**src/rtl/hiscore_pkg.sv**
```systemverilog
// rtl/hiscore_pkg.sv - shared state type and default timing constants for the hiscore RAM arbiter
package hiscore_pkg;

    typedef enum logic [2:0] {
        ST_IDLE    = 3'd0,
        ST_PAUSE   = 3'd1,
        ST_SETTLE  = 3'd2,
        ST_GRANT   = 3'd3,
        ST_RELEASE = 3'd4
    } arb_state_e;

    localparam int DEFAULT_SETTLE        = 4;
    localparam int DEFAULT_PAUSE_TIMEOUT = 255;
    localparam int CNT_W                 = 16;

endpackage

```
**src/rtl/hiscore_ram_arbiter.sv**
```systemverilog
// rtl/hiscore_ram_arbiter.sv - hands game RAM between the CPU and the hiscore engine
module hiscore_ram_arbiter
    import hiscore_pkg::*;
#(
    parameter int AW            = 10,
    parameter int SETTLE        = DEFAULT_SETTLE,
    parameter int PAUSE_TIMEOUT = DEFAULT_PAUSE_TIMEOUT
) (
    input  logic          clk,
    input  logic          reset_n,
    input  logic [AW-1:0] cpu_addr,
    input  logic [7:0]    cpu_dout,
    input  logic          cpu_we,
    output logic [7:0]    cpu_din,
    input  logic          hs_access,
    input  logic          hs_write,
    input  logic [AW-1:0] hs_addr,
    input  logic [7:0]    hs_dout,
    output logic          hs_grant,
    output logic [7:0]    hs_din,
    output logic          pause_req,
    input  logic          pause_ack,
    output logic [AW-1:0] ram_addr,
    output logic [7:0]    ram_din,
    output logic          ram_we,
    input  logic [7:0]    ram_dout,
    output logic [7:0]    dropped_writes
);

    arb_state_e       r_state;
    arb_state_e       w_next_state;
    logic [CNT_W-1:0] r_cnt;
    logic             r_pause_req;
    logic             r_hs_grant;
    logic [7:0]       r_hs_din;
    logic [7:0]       r_dropped;
    logic             w_counting;

    // Losing hs_access always wins over pause_ack / timer expiry
    always_comb begin
        w_next_state = r_state;
        case (r_state)
            ST_IDLE: begin
                if (hs_access) w_next_state = ST_PAUSE;
            end
            ST_PAUSE: begin
                if (!hs_access)
                    w_next_state = ST_RELEASE;
                else if (pause_ack || r_cnt == CNT_W'(PAUSE_TIMEOUT - 1))
                    w_next_state = ST_SETTLE;
            end
            ST_SETTLE: begin
                if (!hs_access)
                    w_next_state = ST_RELEASE;
                else if (r_cnt == CNT_W'(SETTLE - 1))
                    w_next_state = ST_GRANT;
            end
            ST_GRANT: begin
                if (!hs_access) w_next_state = ST_RELEASE;
            end
            ST_RELEASE: w_next_state = ST_IDLE;
            default:    w_next_state = ST_IDLE;
        endcase
    end

    // The shared counter runs only while PAUSE or SETTLE persists; any state change reloads it
    assign w_counting = (w_next_state == r_state) &&
                        (r_state == ST_PAUSE || r_state == ST_SETTLE);

    always_ff @(posedge clk or negedge reset_n) begin
        if (!reset_n) begin
            r_state     <= ST_IDLE;
            r_cnt       <= '0;
            r_pause_req <= 1'b0;
            r_hs_grant  <= 1'b0;
            r_hs_din    <= 8'h00;
            r_dropped   <= 8'h00;
        end else begin
            r_state     <= w_next_state;
            r_cnt       <= w_counting ? r_cnt + 1'b1 : '0;
            r_pause_req <= (w_next_state != ST_IDLE);
            r_hs_grant  <= (w_next_state == ST_GRANT);
            if (r_state == ST_GRANT)
                r_hs_din <= ram_dout;
            if (cpu_we && r_state != ST_IDLE && r_dropped != 8'hFF)
                r_dropped <= r_dropped + 8'd1;
        end
    end

    // PAUSE still presents the CPU address so the halting CPU sees stable reads
    always_comb begin
        ram_addr = hs_addr;
        ram_din  = hs_dout;
        ram_we   = 1'b0;
        case (r_state)
            ST_IDLE: begin
                ram_addr = cpu_addr;
                ram_din  = cpu_dout;
                ram_we   = cpu_we;
            end
            ST_PAUSE: begin
                ram_addr = cpu_addr;
                ram_din  = cpu_dout;
            end
            ST_GRANT: ram_we = hs_write;
            default: ;
        endcase
    end

    assign cpu_din        = ram_dout;
    assign hs_grant       = r_hs_grant;
    assign hs_din         = r_hs_din;
    assign pause_req      = r_pause_req;
    assign dropped_writes = r_dropped;

endmodule

```
**config.mk**
```make
export PLATFORM = sky130hd
export DESIGN_NAME = hiscore_ram_arbiter
export DESIGN_NICKNAME = d
export VERILOG_FILES = /design/src/rtl/hiscore_pkg.sv /design/src/rtl/hiscore_ram_arbiter.sv
export SDC_FILE = /design/constraint.sdc
export NUM_CORES = 1
export LEC_CHECK = 0
export CORE_MARGIN = 2
export CORE_UTILIZATION = 41
export DETAILED_ROUTE_END_ITERATION = 16
export PLACE_DENSITY_LB_ADDON = 0.15
export SYNTH_ARGS = -nofsm -noshare
export SYNTH_HDL_FRONTEND = slang
export SYNTH_SLANG_ARGS = --single-unit
```
**constraint.sdc**
```tcl
create_clock -name clk -period 2.2 [get_ports clk]
set_clock_uncertainty 0.05 [all_clocks]
set_input_delay 0.22 -clock clk [delete_from_list [all_inputs] [get_ports clk]]
set_output_delay 0.22 -clock clk [all_outputs]
set_load 0.05 [all_outputs]
```
Word level (Yosys, flattened, before mapping) --
Index checks and enable logic that the tools add are counted.
Cells by class: add/sub/neg operators 2, multiply operators 0, divide/modulo/power cells 0, $lt $le $gt $ge 0, equality and inequality tests 8, shift operators 0, muxes and demuxes 11, bitwise operators 0, reductions and logical operators 9
Operators with widths (count):
- two-way mux 3 bit | 6
- adder 16 x 1 -> 16 bit (second input constant) | 1
- equality test 16 x 2 -> 1 bit (second input constant) | 1
- equality test 16 x 8 -> 1 bit (second input constant) | 1
- two-way mux 16 bit | 1
- case mux 3 bit (4 select lines) | 1
- two-way mux 10 bit | 1
- equality test 3 x 2 -> 1 bit (second input constant) | 3
- adder 8 x 1 -> 8 bit (second input constant) | 1
- two-way mux 8 bit | 1
- inequality test 8 bit (second input constant) | 1
- nonzero test 3 bit | 2
- equality test 3 x 1 -> 1 bit (second input constant) | 1
- equality test 3 bit | 1
- logical AND 1 bit | 3
- zero test 3 bit | 1
- logical OR 1 bit | 2
- case mux 1 bit (2 select lines) | 1
- OR reduction 2 bit | 1
Word-level totals: flip-flop bits (word level) 37, bits in latches 0, memory bits (writable) 0, memory bits (read-only) 0, input bits 50, output and inout port bits 45, word-level logic and storage cells 36, memories 0

Longest topological paths before layout --
Gate-level depths: netlist of the first run.
word-level depth 8, gate-level depth with buffers 7, mapped depth without buffers 6

Worst setup path after synthesis of the first run --
Ideal clock, no wire load.
path type reg-to-reg, start register r_dropped[0], in the netlist dropped_writes[0], end register r_dropped[1], in the netlist dropped_writes[1], setup time 0.125 ns, arrival 1.670 ns, required time 2.025 ns, setup slack 0.356 ns, cell stages (with the launch flop) 5, buffers on the path 0, clock period less this slack 1.844 ns, cell sequence dfrtp_1 > ha_1 > nand3_1 > o21ai_2 > mux2_2
On the way: word-level cells in the longest chain between the ends 2, elaborated cells between the ends (all ways) 3, classes of those cells add/sub (1); eq/ne (1); reduce/logical (1)
Ends and longest elaborated chain:
- start: declaration | line hiscore_ram_arbiter.sv:36 | logic [7:0] r_dropped;
- start signal: assignment | line hiscore_ram_arbiter.sv:86 | r_dropped <= r_dropped + 8'd1;
- branches (longest 2 deep; another with adder 8 x 1 -> 8 bit)
Several ways; the timed one is not identified. A chain may end at the register's enable or synchronous reset.

Final worst setup path of the first run --
start register r_state[1], end output port ram_din[1]
On the way: word-level cells in the longest chain between the ends 3, elaborated cells between the ends (all ways) 4, classes of those cells eq/ne (1); mux (1); reduce/logical (2)
Ends and longest elaborated chain:
- start: declaration | line hiscore_ram_arbiter.sv:30 | arb_state_e r_state;
- start signal: assignment | line hiscore_ram_arbiter.sv:79 | r_state <= w_next_state;
- equality test 3 x 1 -> 1 bit / zero test 3 bit (equally long branches) | line hiscore_ram_arbiter.sv:95 | case (r_state)
- OR reduction 2 bit (no source line) *
- two-way mux 8 bit * | line hiscore_ram_arbiter.sv:95
- end: declaration | line hiscore_ram_arbiter.sv:24 | output logic [7:0] ram_din,
Every way passes the cells marked *; elsewhere a longest branch is shown, timed or not.

==> results of run 1 <==
-- metrics by stage --
stage | instances | power (mW) | hold slack [ps] | util (%) | area, sq um
2_1_floorplan | 184 | 1.92 | -126 | - | 2050
3_3_place_gp | 339 | 2.44 | 443 | 62.3 | 2980
3_5_place_dp | 339 | 2.45 | 441 | 62.3 | 2980
4_1_cts | 346 | 2.93 | 325 | 64.1 | 3070
5_1_grt | 346 | 3.04 | 348 | 64.1 | 3070
6_report | 346 | 2.90 | 303 | 64.1 | 3070
-- sequential cells by signal (all words and copies together), names as in the netlist --
signal	flops
hs_grant	1
r_state	3
r_cnt	16
dropped_writes	8
pause_req	1
hs_din	8
-- layer usage --
| metal | share of wire [%] | GRT usage, % | vias to the layer above |
|---|---|---|---|
| met3 | 8.9 | 5.35 | 7 |
| met1 | 42 | 22.4 | 786 |
| met5 | 0 | 0 | - |
| li1 | - | - | 825 |
| met4 | 1.2 | 5.75 | 0 |
| met2 | 48 | 32.2 | 65 |
-- worst max-delay path, cell delays in order (launching register included) --
cell     delay (ps)
dfrtp_1         490
nor2_2          110
buf_4           260
mux2_2          380
buf_4           190
-- area by class of cell --
cell class,instances,area [sq um],area share [%]
multi-input combinational,132,1030,33.4
timing repair buffer,99,931,30.3
sequential,37,926,30.2
clock buffer,7,86.3,2.81
tap,67,83.8,2.73
inverter,4,15.0,0.489
-- synthesized netlist by cell type, types with 2 or more instances --
master / number
nor2_1: 12
mux2_2: 27
and4_1: 2
inv_1: 4
nor3_1: 7
nand4_1: 6
buf_4: 8
nor4_4: 2
nor4_1: 4
nor2_2: 11
nand3_1: 11
nand2_1: 11
ha_1: 3
and3_1: 2
xnor2_1: 9
dfrtp_1: 37
xor2_1: 12
a21oi_1: 3
-- power by group --
part / switching [mW] / internal (mW) / leakage, nW
Sequential: 0.120 / 0.818 / 0.483
Clock: 0.221 / 0.248 / 0.0443
Combinational: 0.932 / 0.557 / 0.732
Total: 1.27 / 1.62 / 1.26
-- final timing paths --
kind                                               startpoint                            end  cells after the start
max in group asynchronous                             reset_n            r_cnt[15]$_DFF_PN0_                      2
min in group clk                                    hs_access           r_state[2]$_DFF_PN0_                      2
worst max register to register             r_cnt[0]$_DFF_PN0_            r_cnt[15]$_DFF_PN0_                      6
worst min-delay path                                  reset_n  dropped_writes[7]$_DFFE_PN0P_                      2
worst min register to register  dropped_writes[6]$_DFFE_PN0P_  dropped_writes[6]$_DFFE_PN0P_                      1
worst max-delay path                     r_state[1]$_DFF_PN0_                     ram_din[1]                      4
-- cell families (layout without fill, tap and decap cells) --
logic type | count (synthesis) | after routing | synth area share [%]
multiplexers | 27 | 27 | 14.8
AND/OR/NAND/NOR | 72 | 72 | 19.9
buffers and inverters | 15 | 110 | 4.82
XOR/XNOR | 21 | 21 | 8.97
adder cells (fa/ha/maj) | 3 | 3 | 1.83
flip-flops | 37 | 37 | 45.1
AO/OA/AOI/OAI | 9 | 9 | 4.52
==> impl_results.md, run 1 <==
- Outcome: finished clean
- Max Cap Violations: 0
- Setup ws final: ~200 ps
- Sequential share of the synthesized area: a little under half
- I/O pin count: 95
- Post-Syn Nets: 237
- GRT Util Overall: between 10% and 20%
- Crit share post-route: ~91%
- Power density over cell area: about 940 mW/mm^2
- Post-CTS Setup Repair Bufs: 0
- Mapped Area: between 0.002 and 0.0025 sq mm
- Initial Util: a little over two fifths
- DRC Markers: 0
- CTS max path bufs: 2
- First-pass GRT wire length: 7760 um
- Maximum clock rate: approximately 0.5 GHz
- Dpl ws: 402 ps
- Number of enable flip-flop cells after synthesis: 0
- RSZ-0062 raised after global routing: false
- Clock Latency Late Sink: between 200 and 300 ps
- CP required: around 1900 ps
- Hold Path Class: in2async
- Final setup TNS: 0 ps
- DP Wirelength: 3860 um
- Yosys top cell area share: 45.1%
- Vias: approximately 1700
- Remaining antenna violation count: 0
- CTS tree: yes
- Final Hold Viols: 0
- YS warnings: 0
- Die width: approximately 75 um
- DIE AREA: roughly 0.0056 sq mm
- Port bufs: 94
- FF+latch count, synth: 37
- Post-CTS Hold Buffers: 0
- Layout fillers: around 400
- Placeable Area: about 0.0048 sq mm
- Synth Flop Type: dfrtp_1
- CTS HTree Levels: 2
- # clock sinks: 37
- CP startpoint kind: flip-flop
- WL final: slightly above 5000 um
- VDD IR max: between 0.0008 and 0.0009 V
- # rows: 25
- Total CTS buffers: 5
- Endpoint class of the critical path: output pin
- Drt via density: just under 5
- P_leak: 1.26 nW
- Syn avg cell area: 11.1 sq um
- Worst Tran Pin Value: ~550 ps
- Crit path max fanout: 18
- Post-layout nets: ~330
- Setup CP Type: reg2out
- Arrival time at the worst endpoint: ~1700 ps
- Synth Instances: around 180
- Most frequent cells in the layout: clkdlybuf4s50_1 (75), dfrtp_1 (37), mux2_2 (27)
- Clk slew on worst S/H paths: 70 ps
- Die span in y: 74.7 um
- R2r setup slk: a little over 400 ps
- Largest net degree at the start of global routing: 38
- Layout cells sized above 1: between 20% and 30%
- Synth cell types: 31
- Worst slew margin: a little over three fifths
- Final slew viol count: 0
- Total grt overflow: 0
- Area leader, netlist: dfrtp_1
- DRT Pass-1 Iters: 4
- Top cells by area, synth: dfrtp_1 (45%), mux2_2 (15%), xor2_1 (5.1%)
- Vias in the first global route: 1586
- Initial antenna violation count: 0
- Commonest non-fill, non-tap cell in the layout: clkdlybuf4s50_1
- Post-cts gate resize count: 0
- CTS root buf: clkbuf_8
- Number of DRC markers in iteration 0: ~40
- Ys async rst share: between 90% and 100%
- Routability cong.: between 0.7 and 0.8
- Tmin final: roughly 2000 ps
- Diode count: 0
- Layout area overhead: 49.6%
- Setup Viol. Count Final: 0
- DR WL/cell: 14.5 um
Note: power is estimated with default switching activity, not from simulation.
==> inputs of run 2 (changes only) <==
SKIP_CTS_REPAIR_TIMING = 1   (was not set)
==> results of run 2 <==
No change in the layout: final DEF, timing and power equal those of run 1.
==> inputs of run 3 (changes only) <==
CORE_UTILIZATION = 40   (was 41)
==> impl_results.md, run 3 (synthesis results as in run 1) <==
- Outcome: finished clean
- RSZ-0062 raised after global routing: false
- Critical Path Max Stage Delay: 500 ps (about the same)
- DIE AREA: 0.00572 sq mm (+2.4%)
- Final slew viol count: 0 (unchanged)
- Setup ws final: 206 ps (+4.79 ps)
- WL final: 4800 um (-4.5%)
- Final setup TNS: 0 ps (unchanged)
- CP max-delay cell: dfrtp_1
- Worst slew margin: 65.9% (+2.7 points)
- Layout cells sized above 1: 27.5% (+0.62 points)
- Post-layout util: 61.6% (-2.5 points)
- Arrival time at the worst endpoint: 1720 ps (about the same)
- Multi-input logic area: 0.00103 sq mm (unchanged)
- Layout fillers: 418 (+4.2%)
- DP Cell Count: 342 (+0.88%)
- CTS tree: yes
- Die span in y: 75.6 um (+1.2%)
- DP Wirelength: 3710 um (-3.9%)
- DR WL/cell: 13.7 um (-5.5%)
- Max reg flops: 16 (unchanged)
- CTS root buf: clkbuf_8
- Largest net degree at the start of global routing: 38 (unchanged)
- Worst Tran Pin Value: 510 ps (-39.7 ps)
- VDD IR max: 0.000712 V (-18%)
- Routability cong.: 0.720 (-6.3%)
- Final Hold Viols: 0 (unchanged)
- Clock Latency Late Sink: 290 ps (about the same)
- Met1 Usage GRT: 20.3% (-2.1 points)
- Met2 Usage GRT: 29.8% (-2.4 points)
- Layout area overhead: 51.4%
- Crit share post-route: 90.6% (-0.22 points)
- CP required: 1930 ps (about the same)
- Initial antenna violation count: 0 (unchanged)
- Non-Filler Instances: 350 (+1.2%)
- Endpoint class of the critical path: output pin
- Grt peak-use layer: met2
- Vias in the first global route: 1594 (+0.50%)
- Power density over cell area: 977 mW/mm^2 (+3.5%)
- Most frequent cells in the layout: clkdlybuf4s50_1 (75), dfrtp_1 (37), mux2_2 (27)
- Total CTS buffers: 5 (unchanged)
- Maximum clock rate: 0.502 GHz (+0.24%)
- CP startpoint kind: flip-flop
- Setup CP Type: reg2out
- Reg with most FFs: r_cnt
- P_leak: 1.27 nW (+1.0%)
- CP dominant cell by count: buf_4
- Crit path max fanout: 18 (unchanged)
- GRT met3 Usage: 6.08% (+0.73 points)
- Commonest non-fill, non-tap cell in the layout: clkdlybuf4s50_1
- CTS max path bufs: 2 (unchanged)
- Port bufs: 94 (unchanged)
- Tmin final: 1990 ps (-4.79 ps)
- Initial Util: 40.7% (-2.2 points)
- Post-layout nets: 332 (unchanged)
- Dpl ws: 414 ps (+11.1 ps)
- DRT Pass-1 Iters: 4 (unchanged)
- Seq. cell area: 926 sq um (unchanged)
- # rows: 26 (+4.0%)
- Setup Viol. Count Final: 0 (unchanged)
- # clock sinks: 37 (unchanged)
- First-pass GRT wire length: 7360 um (-5.2%)
- Clk slew on worst S/H paths: 80 ps (about the same)
- Worst path cell trace: nor2_2 > buf_4 > mux2_2 > buf_4
- Hold_ws: 285 ps (-18.2 ps)
- Diode count: 0 (unchanged)
- Die width: 75.6 um (+1.2%)
- CTS HTree Levels: 2 (unchanged)
- Total grt overflow: 0 (unchanged)
- DRC Markers: 0 (unchanged)
- Drt via density: 4.87 (about the same)
- Vias: 1704 (+1.2%)
- Max Cap Violations: 0 (unchanged)
- Hold Path Class: in2async
- I/O pin count: 95 (unchanged)
- GRT Util Overall: 17.2% (-1.4 points)
- Number of DRC markers in iteration 0: 48 (+17%)
- Placeable Area: 0.00504 sq mm (+5.4%)
- Remaining antenna violation count: 0 (unchanged)
-- run 3: area by class of cell --
| type | instances | area share, % |
|---|---|---|
| clock buffer | 6 | 2.66 |
| clock inverter | 2 | 1.21 |
| inverter | 4 | 0.483 |
| multi-input combinational | 132 | 33.0 |
| sequential | 37 | 29.8 |
| tap | 70 | 2.82 |
| timing repair buffer | 99 | 30.0 |
-- run 3: per-layer routing --
layer / up-vias / part of all wire [%] / wire, um
li1: 838 / - / -
met1: 793 / 41 / 1960
met2: 68 / 47 / 2280
met3: 5 / 11 / 518
met4: 0 / 1.1 / 52
met5: - / 0 / 0
-- run 3: per-stage QoR --
step / power [mW] / area (sq um)
final: 3.03 / 3110
after global routing: 3.18 / 3110
after CTS: 3.06 / 3110
after detailed placement: 2.44 / 2990
after global placement: 2.45 / 2990
after floorplan: 1.92 / 2050
-- run 3: report_power, final --
| part | total [mW] | switching [mW] | internal [mW] |
|---|---|---|---|
| combinational | 1.48 | 0.921 | 0.557 |
| clock | 0.615 | 0.246 | 0.369 |
| sequential | 0.942 | 0.124 | 0.818 |
-- run 3: final timing paths --
| check | start | endpoint | slack [ps] | cells after the start |
|---|---|---|---|---|
| hold reg to reg | hs_din[1]$_DFFE_PN0N_ | hs_din[1]$_DFFE_PN0N_ | 450 | 1 |
| hold / removal | reset_n | dropped_writes[5]$_DFFE_PN0P_ | 280 | 2 |
| max in group asynchronous | reset_n | r_cnt[13]$_DFF_PN0_ | 1490 | 2 |
| setup / recovery | r_state[1]$_DFF_PN0_ | ram_din[6] | 210 | 4 |
| min in group clk | hs_din[1]$_DFFE_PN0N_ | hs_din[1]$_DFFE_PN0N_ | 450 | 1 |
| setup reg to reg | r_cnt[0]$_DFF_PN0_ | r_cnt[5]$_DFF_PN0_ | 410 | 6 |
-- run 3: critical path, delay by kind of cell, from the launching register on --
kind / cells / cell delay [ps]
muxes: 1 / 380
DFF: 1 / 500
buffers and inverters: 2 / 440
and+or+nand+nor: 1 / 120
